**config.mk**
```make
export PLATFORM = sky130hd
export DESIGN_NAME = mult_issue_queue
export DESIGN_NICKNAME = d
export VERILOG_FILES = /design/src/rtl/mult_issue_pkg.sv /design/src/rtl/mult_issue_queue_sync_fifo.sv /design/src/rtl/mult_issue_queue.sv
export SDC_FILE = /design/constraint.sdc
export NUM_CORES = 1
export LEC_CHECK = 0
export ABC_AREA = 1
export BUFFER_PORTS_ARGS = -buffer_cell sky130_fd_sc_hd__buf_2
export CAP_MARGIN = 20
export CORE_ASPECT_RATIO = 1.75
export CORE_MARGIN = 4
export CORE_UTILIZATION = 55
export DETAILED_ROUTE_END_ITERATION = 16
export PLACE_DENSITY = 0.79
export SKIP_LAST_GASP = 1
export SYNTH_ARGS = -nofsm -noshare
export SYNTH_HDL_FRONTEND = slang
export SYNTH_SLANG_ARGS = --single-unit
```
**constraint.sdc**
```tcl
create_clock -name clk -period 2.8 [get_ports clk]
set_input_delay 0.28 -clock clk [delete_from_list [all_inputs] [get_ports clk]]
set_output_delay 0.28 -clock clk [all_outputs]
set_load 0.1 [all_outputs]
```
**src/rtl/mult_issue_pkg.sv**
```systemverilog
// Shared types and sizing helpers for the multiplier issue queue.
package mult_issue_pkg;

    localparam int DEF_DEPTH = 4;

    function automatic int ptr_w(input int depth);
        return $clog2(depth);
    endfunction

    localparam int PTR_W = ptr_w(DEF_DEPTH);

    typedef enum logic [2:0] {
        IDLE,
        ISSUE,
        ARM,
        WAIT,
        OUT
    } state_t;

endpackage

```
**src/rtl/mult_issue_queue_sync_fifo.sv**
```systemverilog
// Power-of-two synchronous FIFO; pushes while full and pops while empty are ignored.
module sync_fifo
    import mult_issue_pkg::*;
#(
    parameter int WIDTH = 16,
    parameter int DEPTH = DEF_DEPTH
) (
    input  logic                     clk,
    input  logic                     rst,
    input  logic                     push,
    input  logic                     pop,
    input  logic [WIDTH-1:0]         wdata,
    output logic [WIDTH-1:0]         rdata,
    output logic                     full,
    output logic                     empty,
    output logic [ptr_w(DEPTH):0]    count
);

    localparam int AW = ptr_w(DEPTH);

    logic [WIDTH-1:0] mem_q [DEPTH];
    logic [WIDTH-1:0] mem_d [DEPTH];
    logic [AW-1:0]    wr_ptr_q, wr_ptr_d;
    logic [AW-1:0]    rd_ptr_q, rd_ptr_d;
    logic [AW:0]      count_q, count_d;
    logic             do_push, do_pop;

    assign full    = (count_q == (AW+1)'(DEPTH));
    assign empty   = (count_q == '0);
    assign count   = count_q;
    assign rdata   = mem_q[rd_ptr_q];
    assign do_push = push && !full;
    assign do_pop  = pop && !empty;

    always_comb begin
        mem_d    = mem_q;
        wr_ptr_d = wr_ptr_q;
        rd_ptr_d = rd_ptr_q;
        count_d  = count_q;
        if (do_push) begin
            mem_d[wr_ptr_q] = wdata;
            wr_ptr_d        = wr_ptr_q + AW'(1);
        end
        if (do_pop) begin
            rd_ptr_d = rd_ptr_q + AW'(1);
        end
        case ({do_push, do_pop})
            2'b10:   count_d = count_q + (AW+1)'(1);
            2'b01:   count_d = count_q - (AW+1)'(1);
            default: count_d = count_q;
        endcase
    end

    always_ff @(posedge clk) begin
        if (rst) begin
            wr_ptr_q <= '0;
            rd_ptr_q <= '0;
            count_q  <= '0;
        end else begin
            wr_ptr_q <= wr_ptr_d;
            rd_ptr_q <= rd_ptr_d;
            count_q  <= count_d;
        end
    end

    // Storage needs no reset: count gates every read that matters.
    always_ff @(posedge clk) begin
        mem_q <= mem_d;
    end

endmodule

```
**src/rtl/mult_issue_queue.sv**
```systemverilog
// Operand FIFO plus start/done issue FSM in front of a sequential multiplier.
// Optional MULT_ISSUE_ZERO_BYPASS_EN: zero-operand entries skip the multiplier.
//
//   state | meaning
//   IDLE  | waiting for a buffered entry; pops head into mul_a/mul_b
//   ISSUE | mul_start pulse
//   ARM   | mul_done ignored (may be stale from previous op)
//   WAIT  | waiting for mul_done, captures product
//   OUT   | out_valid held until out_ready
module mult_issue_queue
    import mult_issue_pkg::*;
#(
    parameter int WIDTH = 8,
    parameter int DEPTH = DEF_DEPTH
) (
    input  logic                     clk,
    input  logic                     rst,
    input  logic                     in_valid,
    output logic                     in_ready,
    input  logic [WIDTH-1:0]         in_a,
    input  logic [WIDTH-1:0]         in_b,
    output logic                     out_valid,
    input  logic                     out_ready,
    output logic [2*WIDTH-1:0]       out_product,
    output logic                     mul_start,
    output logic [WIDTH-1:0]         mul_a,
    output logic [WIDTH-1:0]         mul_b,
    input  logic                     mul_done,
    input  logic [2*WIDTH-1:0]       mul_product,
    output logic [$clog2(DEPTH):0]   count,
    output logic                     busy
);

    state_t               state_q, state_d;
    logic [WIDTH-1:0]     mul_a_q, mul_a_d;
    logic [WIDTH-1:0]     mul_b_q, mul_b_d;
    logic [2*WIDTH-1:0]   out_product_q, out_product_d;
    logic                 out_valid_q, out_valid_d;
    logic [2*WIDTH-1:0]   head;
    logic [WIDTH-1:0]     head_a, head_b;
    logic                 pop, full, empty, zero_head;

    sync_fifo #(
        .WIDTH (2*WIDTH),
        .DEPTH (DEPTH)
    ) u_fifo (
        .clk   (clk),
        .rst   (rst),
        .push  (in_valid),
        .pop   (pop),
        .wdata ({in_a, in_b}),
        .rdata (head),
        .full  (full),
        .empty (empty),
        .count (count)
    );

    assign head_a = head[2*WIDTH-1:WIDTH];
    assign head_b = head[WIDTH-1:0];

`ifdef MULT_ISSUE_ZERO_BYPASS_EN
    assign zero_head = (head_a == '0) || (head_b == '0);
`else
    assign zero_head = 1'b0;
`endif

    assign in_ready    = !full;
    assign out_valid   = out_valid_q;
    assign out_product = out_product_q;
    assign mul_a       = mul_a_q;
    assign mul_b       = mul_b_q;
    assign mul_start   = (state_q == ISSUE);
    assign busy        = (state_q != IDLE) || !empty;

    always_comb begin
        state_d       = state_q;
        pop           = 1'b0;
        mul_a_d       = mul_a_q;
        mul_b_d       = mul_b_q;
        out_product_d = out_product_q;
        out_valid_d   = out_valid_q;
        case (state_q)
            IDLE: begin
                if (!empty) begin
                    pop     = 1'b1;
                    mul_a_d = head_a;
                    mul_b_d = head_b;
                    if (zero_head) begin
                        out_product_d = '0;
                        out_valid_d   = 1'b1;
                        state_d       = OUT;
                    end else begin
                        state_d = ISSUE;
                    end
                end
            end
            ISSUE: state_d = ARM;
            ARM:   state_d = WAIT;
            WAIT: begin
                if (mul_done) begin
                    out_product_d = mul_product;
                    out_valid_d   = 1'b1;
                    state_d       = OUT;
                end
            end
            OUT: begin
                if (out_ready) begin
                    out_valid_d = 1'b0;
                    state_d     = IDLE;
                end
            end
            default: state_d = IDLE;
        endcase
    end

    always_ff @(posedge clk) begin
        if (rst) begin
            state_q       <= IDLE;
            mul_a_q       <= '0;
            mul_b_q       <= '0;
            out_product_q <= '0;
            out_valid_q   <= 1'b0;
        end else begin
            state_q       <= state_d;
            mul_a_q       <= mul_a_d;
            mul_b_q       <= mul_b_d;
            out_product_q <= out_product_d;
            out_valid_q   <= out_valid_d;
        end
    end

endmodule

```
======== Yosys cells after proc, flatten, opt, wreduce, memory -nomap -nowiden ========
Index checks and enable logic that the tools add are counted.
word-level totals
  register bits ........................... 107
operators by class
  bitwise gates (word level) .............. 3
  equality and inequality tests ........... 10
  mux-type cells .......................... 16
  order comparisons ....................... 3
  add/sub/neg operators ................... 4
  reduce and logical (&&, ||, !) cells .... 15
operators by type and width
  kind                 count
  $bwmux 64            1
  $mux 16              3
  $bmux 16 s2          1
  $demux 16 s2         1
  $pmux 3 s5           1
  $mux 3               3
  $eq 3x2->1 const B   2
  $eq 3x3->1 const B   2
  $ge 3x3->1 const B   2
  $logic_not 3->1      2
  $ne 2x2->1 const B   3
  $not 2->3            2
  $pmux 3 s2           1
  $reduce_and 3->1     2
  $add 2x1->2 const B  2
  $mux 1               4
  $reduce_and 2->1     2
  $reduce_bool 2->1    2
  $add 3x1->3 const B  1
  $eq 3x1->1 const B   1
  $logic_and 1x1->1    3
  $lt 3x1->1 const B   1
  $reduce_bool 3->1    1
  $sub 3x1->3 const B  1
  other kinds (6)      7

======== Logic depth before layout (Yosys ltp) ========
  depth after elaboration ................. 6
  depth in mapped cells ................... 13
  mapped depth without buffers ............ 12

======== Modules after synthesis ========
From an unflattened synthesis, not the netlist that was laid out.
second synthesis, totals
  cells, all modules ...................... 393
  area, all modules ....................... 4,310.4 um^2
by module, submodules not included
  module            area each (um^2)  cells each  instances
  sync_fifo         2,864.0           221         1
  mult_issue_queue  1,446.4           172         1

======== Worst setup path before layout ========
OpenSTA, ideal clock, no wires.
  kind .................................... register -> register
  start point ............................. register u_fifo.count_q[2] (netlist: u_fifo.count[2])
  end point ............................... register u_fifo.count_q[2] (netlist: u_fifo.count[2])
  setup slack ............................. -904 ps
  period minus slack after synthesis ...... 3,704 ps
  data arrival time ....................... 3,635 ps
  required time ........................... 2,730 ps
  path buffers ............................ 0
  stages on the path, launching flop included .. 10
  cell sequence ........................... dfxtp_1 -> nand3_1 -> nand2_1 -> ha_1 -> inv_1 -> fa_1 -> or2_2 -> nand2_1 -> o21ai_0 -> a21oi_1
RTL lines
  element                                                 line                              text
  start: declaration                                      mult_issue_queue_sync_fifo.sv:25  logic [AW:0] count_q, count_d;
  start signal: assignment                                mult_issue_queue_sync_fifo.sv:62  count_q <= count_d;
  $eq 3x3->1 *                                            mult_issue_queue_sync_fifo.sv:28  assign full = (count_q == (AW+1)'(DEPTH));
  $logic_not 1->1 *                                       n/a
  named net in_ready                                      mult_issue_queue.sv:19            output logic in_ready,
  $logic_and 1x1->1 *                                     mult_issue_queue_sync_fifo.sv:32  assign do_push = push && !full;
  $eq 2x1->1 / $eq 2x2->1 (equally long branches)         mult_issue_queue_sync_fifo.sv:47  case ({do_push, do_pop})
  $pmux 3 s2 / $reduce_bool 2->1 (equally long branches)  n/a
Mark *: on every way through the listed nets, which the timed path passes. The rest lies on a longest branch.
A chain may end at the register's enable or synchronous reset.

======== Worst setup path after layout ========
  start point ............................. register u_fifo.count_q[0] (netlist: u_fifo.count[0])
  end point ............................... register u_fifo.count_q[2] (netlist: u_fifo.count[2])
between the ends
  cells in the longest elaborated chain, start to end .. 6
RTL lines
  element                                                 line                              text
  $logic_not 3->1                                         mult_issue_queue_sync_fifo.sv:29  assign empty = (count_q == '0);
  $mux 1                                                  mult_issue_queue.sv:84            if (!empty) begin
  $mux 1                                                  mult_issue_queue.sv:82            case (state_q)
  $logic_and 1x1->1                                       mult_issue_queue_sync_fifo.sv:33  assign do_pop = pop && !empty;
  $eq 2x1->1 / $eq 2x2->1 (equally long branches)         mult_issue_queue_sync_fifo.sv:47
  $pmux 3 s2 / $reduce_bool 2->1 (equally long branches)  n/a
Parallel ways exist; a longest one is shown, timed or not.

==> flow_summary_export.csv <==
group,metric,value,unit
outcome,status,"finished, final reports clean",
routing,drc,0,
timing,finalWorstPathRequiredPeriod,2273,ps
finish,synthToLayoutAreaGrowth,16.55,%
floorplan,start_util,56.03,%
yosys,ys_async_sr_fraction,0,%
hold_path,hold_path_class,"in2reg",
critical_path,endpoint_kind,"register",
finish,fin_nets,528,
cts,cts_hold_buf,0,
cts,clk_latency,340,ps
yosys,synth_fp_nets,456,
floorplan,fp-row-count,42,
cts,cts_setup_buffers,0,
routing,via_per_inst,5.301,
timing,fin_tns_setup,0,ps
placed_design,dp.cells,562,
run,maxCapViolations,0,
critical_path,cp_slowest_cell,"fa_1",
routing,first_pass_iters,4,
cts,path_clk_slew,70,ps
routing,vias,3064,
critical_path,r2r_cells,10,
critical_path,cp-start-kind,"register",
placed_design,dpl.hpwl,6.099,mm
yosys,synth_edf_count,64,
critical_path,cp_cell_sequence,"inv_1 -> nand3_4 -> nand2_1 -> ha_1 -> inv_1 -> fa_1 -> or2_2 -> nand2_1 -> o21ai_0 -> a21oi_1",
finish,finish.utilization,65.30,%
power_and_ir_drop,peakVddDrop,0.5345,mV
routing,ant_nets,0,
cts,cts_root_buf,"clkbuf_16",
yosys,synth_top_area_share,45.65,%
critical_path,crit_arrival,2540,ps
yosys,synth_area,0.004210,mm²
yosys,yosysTopAreaCell,"edfxtp_1",
finish,most-common-layout-cells,"nor2_1, buf_2, edfxtp_1",
finish,layout-drive-gt1-share,23.27,%
timing,max_freq,440.0,MHz
timing,rsz0062_at_grt,"false",
critical_path,cp.required,3070,ps
yosys,synth.avg_cell_area,10.19,µm²
yosys,synthCells,413,
global_route,grt_max_degree,36,
timing,hold_slack,153.6,ps
yosys,ys_ff_latch,107,
cts,numCtsBuffers,9,
yosys,synth_top_flop_cell,"edfxtp_1",
cts,cts_sinks,107,
timing,post-route-period-util,81.17,%
placed_design,place_congestion,0.8025,
floorplan,ios,76,
finish,antenna_cells,0,
yosys,ys_types,27,
cts,cts_resized,0,
critical_path,critical_path_class,"reg2reg",
routing,wl_per_cell,14.92,µm
placed_design,port-buffer-count,75,
global_route,antenna_found_initial,0,
yosys,yosys_warnings,0,
cts,cts_buffer_depth,2,
finish,final_cells,578,
global_route,grt_pass1_vias,3029,
global_route,gr-total-overflow,0,
critical_path,cp_max_fo,9,
critical_path,cpPeakStageDelay,390,ps
timing,slew_violations,0,
floorplan,die-area,0.009174,mm²
timing,worstMarginPinSlew,877.5,ps
timing,hold_viol,0,
yosys,synth-seq-area-share,66.09,%
finish,final_common_cell,"nor2_1",
floorplan,die_h,123.7,µm
power_and_ir_drop,p_leak,1.998,nW
floorplan,fp.dieW,74.14,µm
hold_path,whs_path_depth,1,
routing,drt_iter0_markers,197,
global_route,grt_usage,19.95,%
timing,setup_viol,0,
timing,timing.slew.headroom,41.44,%
timing,finClkSkew,8.734,ps
cts,cts_tree,"yes",
floorplan,core_region_area,0.007515,mm²
cts,htreeDepth,3,
yosys,synthTopCellsByArea,"edfxtp_1, dfxtp_1, nor2_1",
global_route,grt_pass1_wl,13.62,mm
routing,routed_wl,8.623,mm
power_and_ir_drop,cellPowerDensity,1047,mW/mm²
report_power, final:
group          total, mW  internal [mW]  switching (mW)
Clock               1.11          0.602           0.506
Sequential          2.00           1.90          0.0984
Combinational       2.03          0.402            1.62
registers in the layout (all words and copies together), names as in the netlist:
register	flops
u_fifo.mem_q	64
out_product	16
mul_a	8
mul_b	8
state_q	3
u_fifo.count	3
u_fifo.rd_ptr_q	2
u_fifo.wr_ptr_q	2
out_valid	1
Yosys cell counts, types with 2 or more instances:
master    number
nor2_1       107
edfxtp_1      64
o21ai_0       50
dfxtp_1       43
nand2_1       40
a21oi_1       27
nand3_1       21
inv_1         17
buf_2          7
buf_6          5
clkbuf_1       5
ha_1           5
inv_2          3
nand2_2        3
o21ai_1        3
clkbuf_2       2
final timing paths:
path                                      start          endpoint  slack [ps]
worst max register to register  u_fifo.count[0]   u_fifo.count[2]         530
worst min-delay path                    in_a[3]  u_fifo.mem_q[59]         150
worst max-delay path            u_fifo.count[0]   u_fifo.count[2]         530
worst min register to register  out_product[14]   out_product[14]         460
layer usage:
layer  GRT usage [%]  wire, µm
met4           9.751       228
met1           20.30      3075
met3           4.281       385
met5               0         0
met2           37.17      4934
cells by family after synthesis:
kind of cell | after synthesis | synth area share, %
buffers and inverters | 41 | 4.903
and+or+nand+nor | 177 | 17.15
DFF | 107 | 66.09
AOI/OAI and AO/OA | 82 | 9.896
adders and majority gates | 6 | 1.961
layout make-up:
cell class              instances  area [µm²]
clock buffers                  12       236.5
clock inverters                 4       27.53
fillers                       574        2608
inverters                      20       75.07
multi-input cells             265        1244
flip-flops and latches        107        2786
well taps                      88       110.1
repair buffers                 82       427.9
stage by stage:
step | area (µm²) | total power [mW] | setup WS (ps)
after floorplan | 4237 | 3.716 | 62.82
after global placement | 4643 | 4.017 | 624.3
after detailed placement | 4643 | 4.068 | 556.5
after CTS | 4907 | 5.172 | 539.4
after global routing | 4907 | 5.419 | 334.4
final | 4907 | 5.136 | 527.3
critical path, delay by kind of cell (launching register included):
kind	cells	cell delay, ps
fa+ha+maj	2	600
flops	1	320
simple gates	4	780
compound gates	2	220
buf+inv	2	280
(Power assumes the default switching activity.)
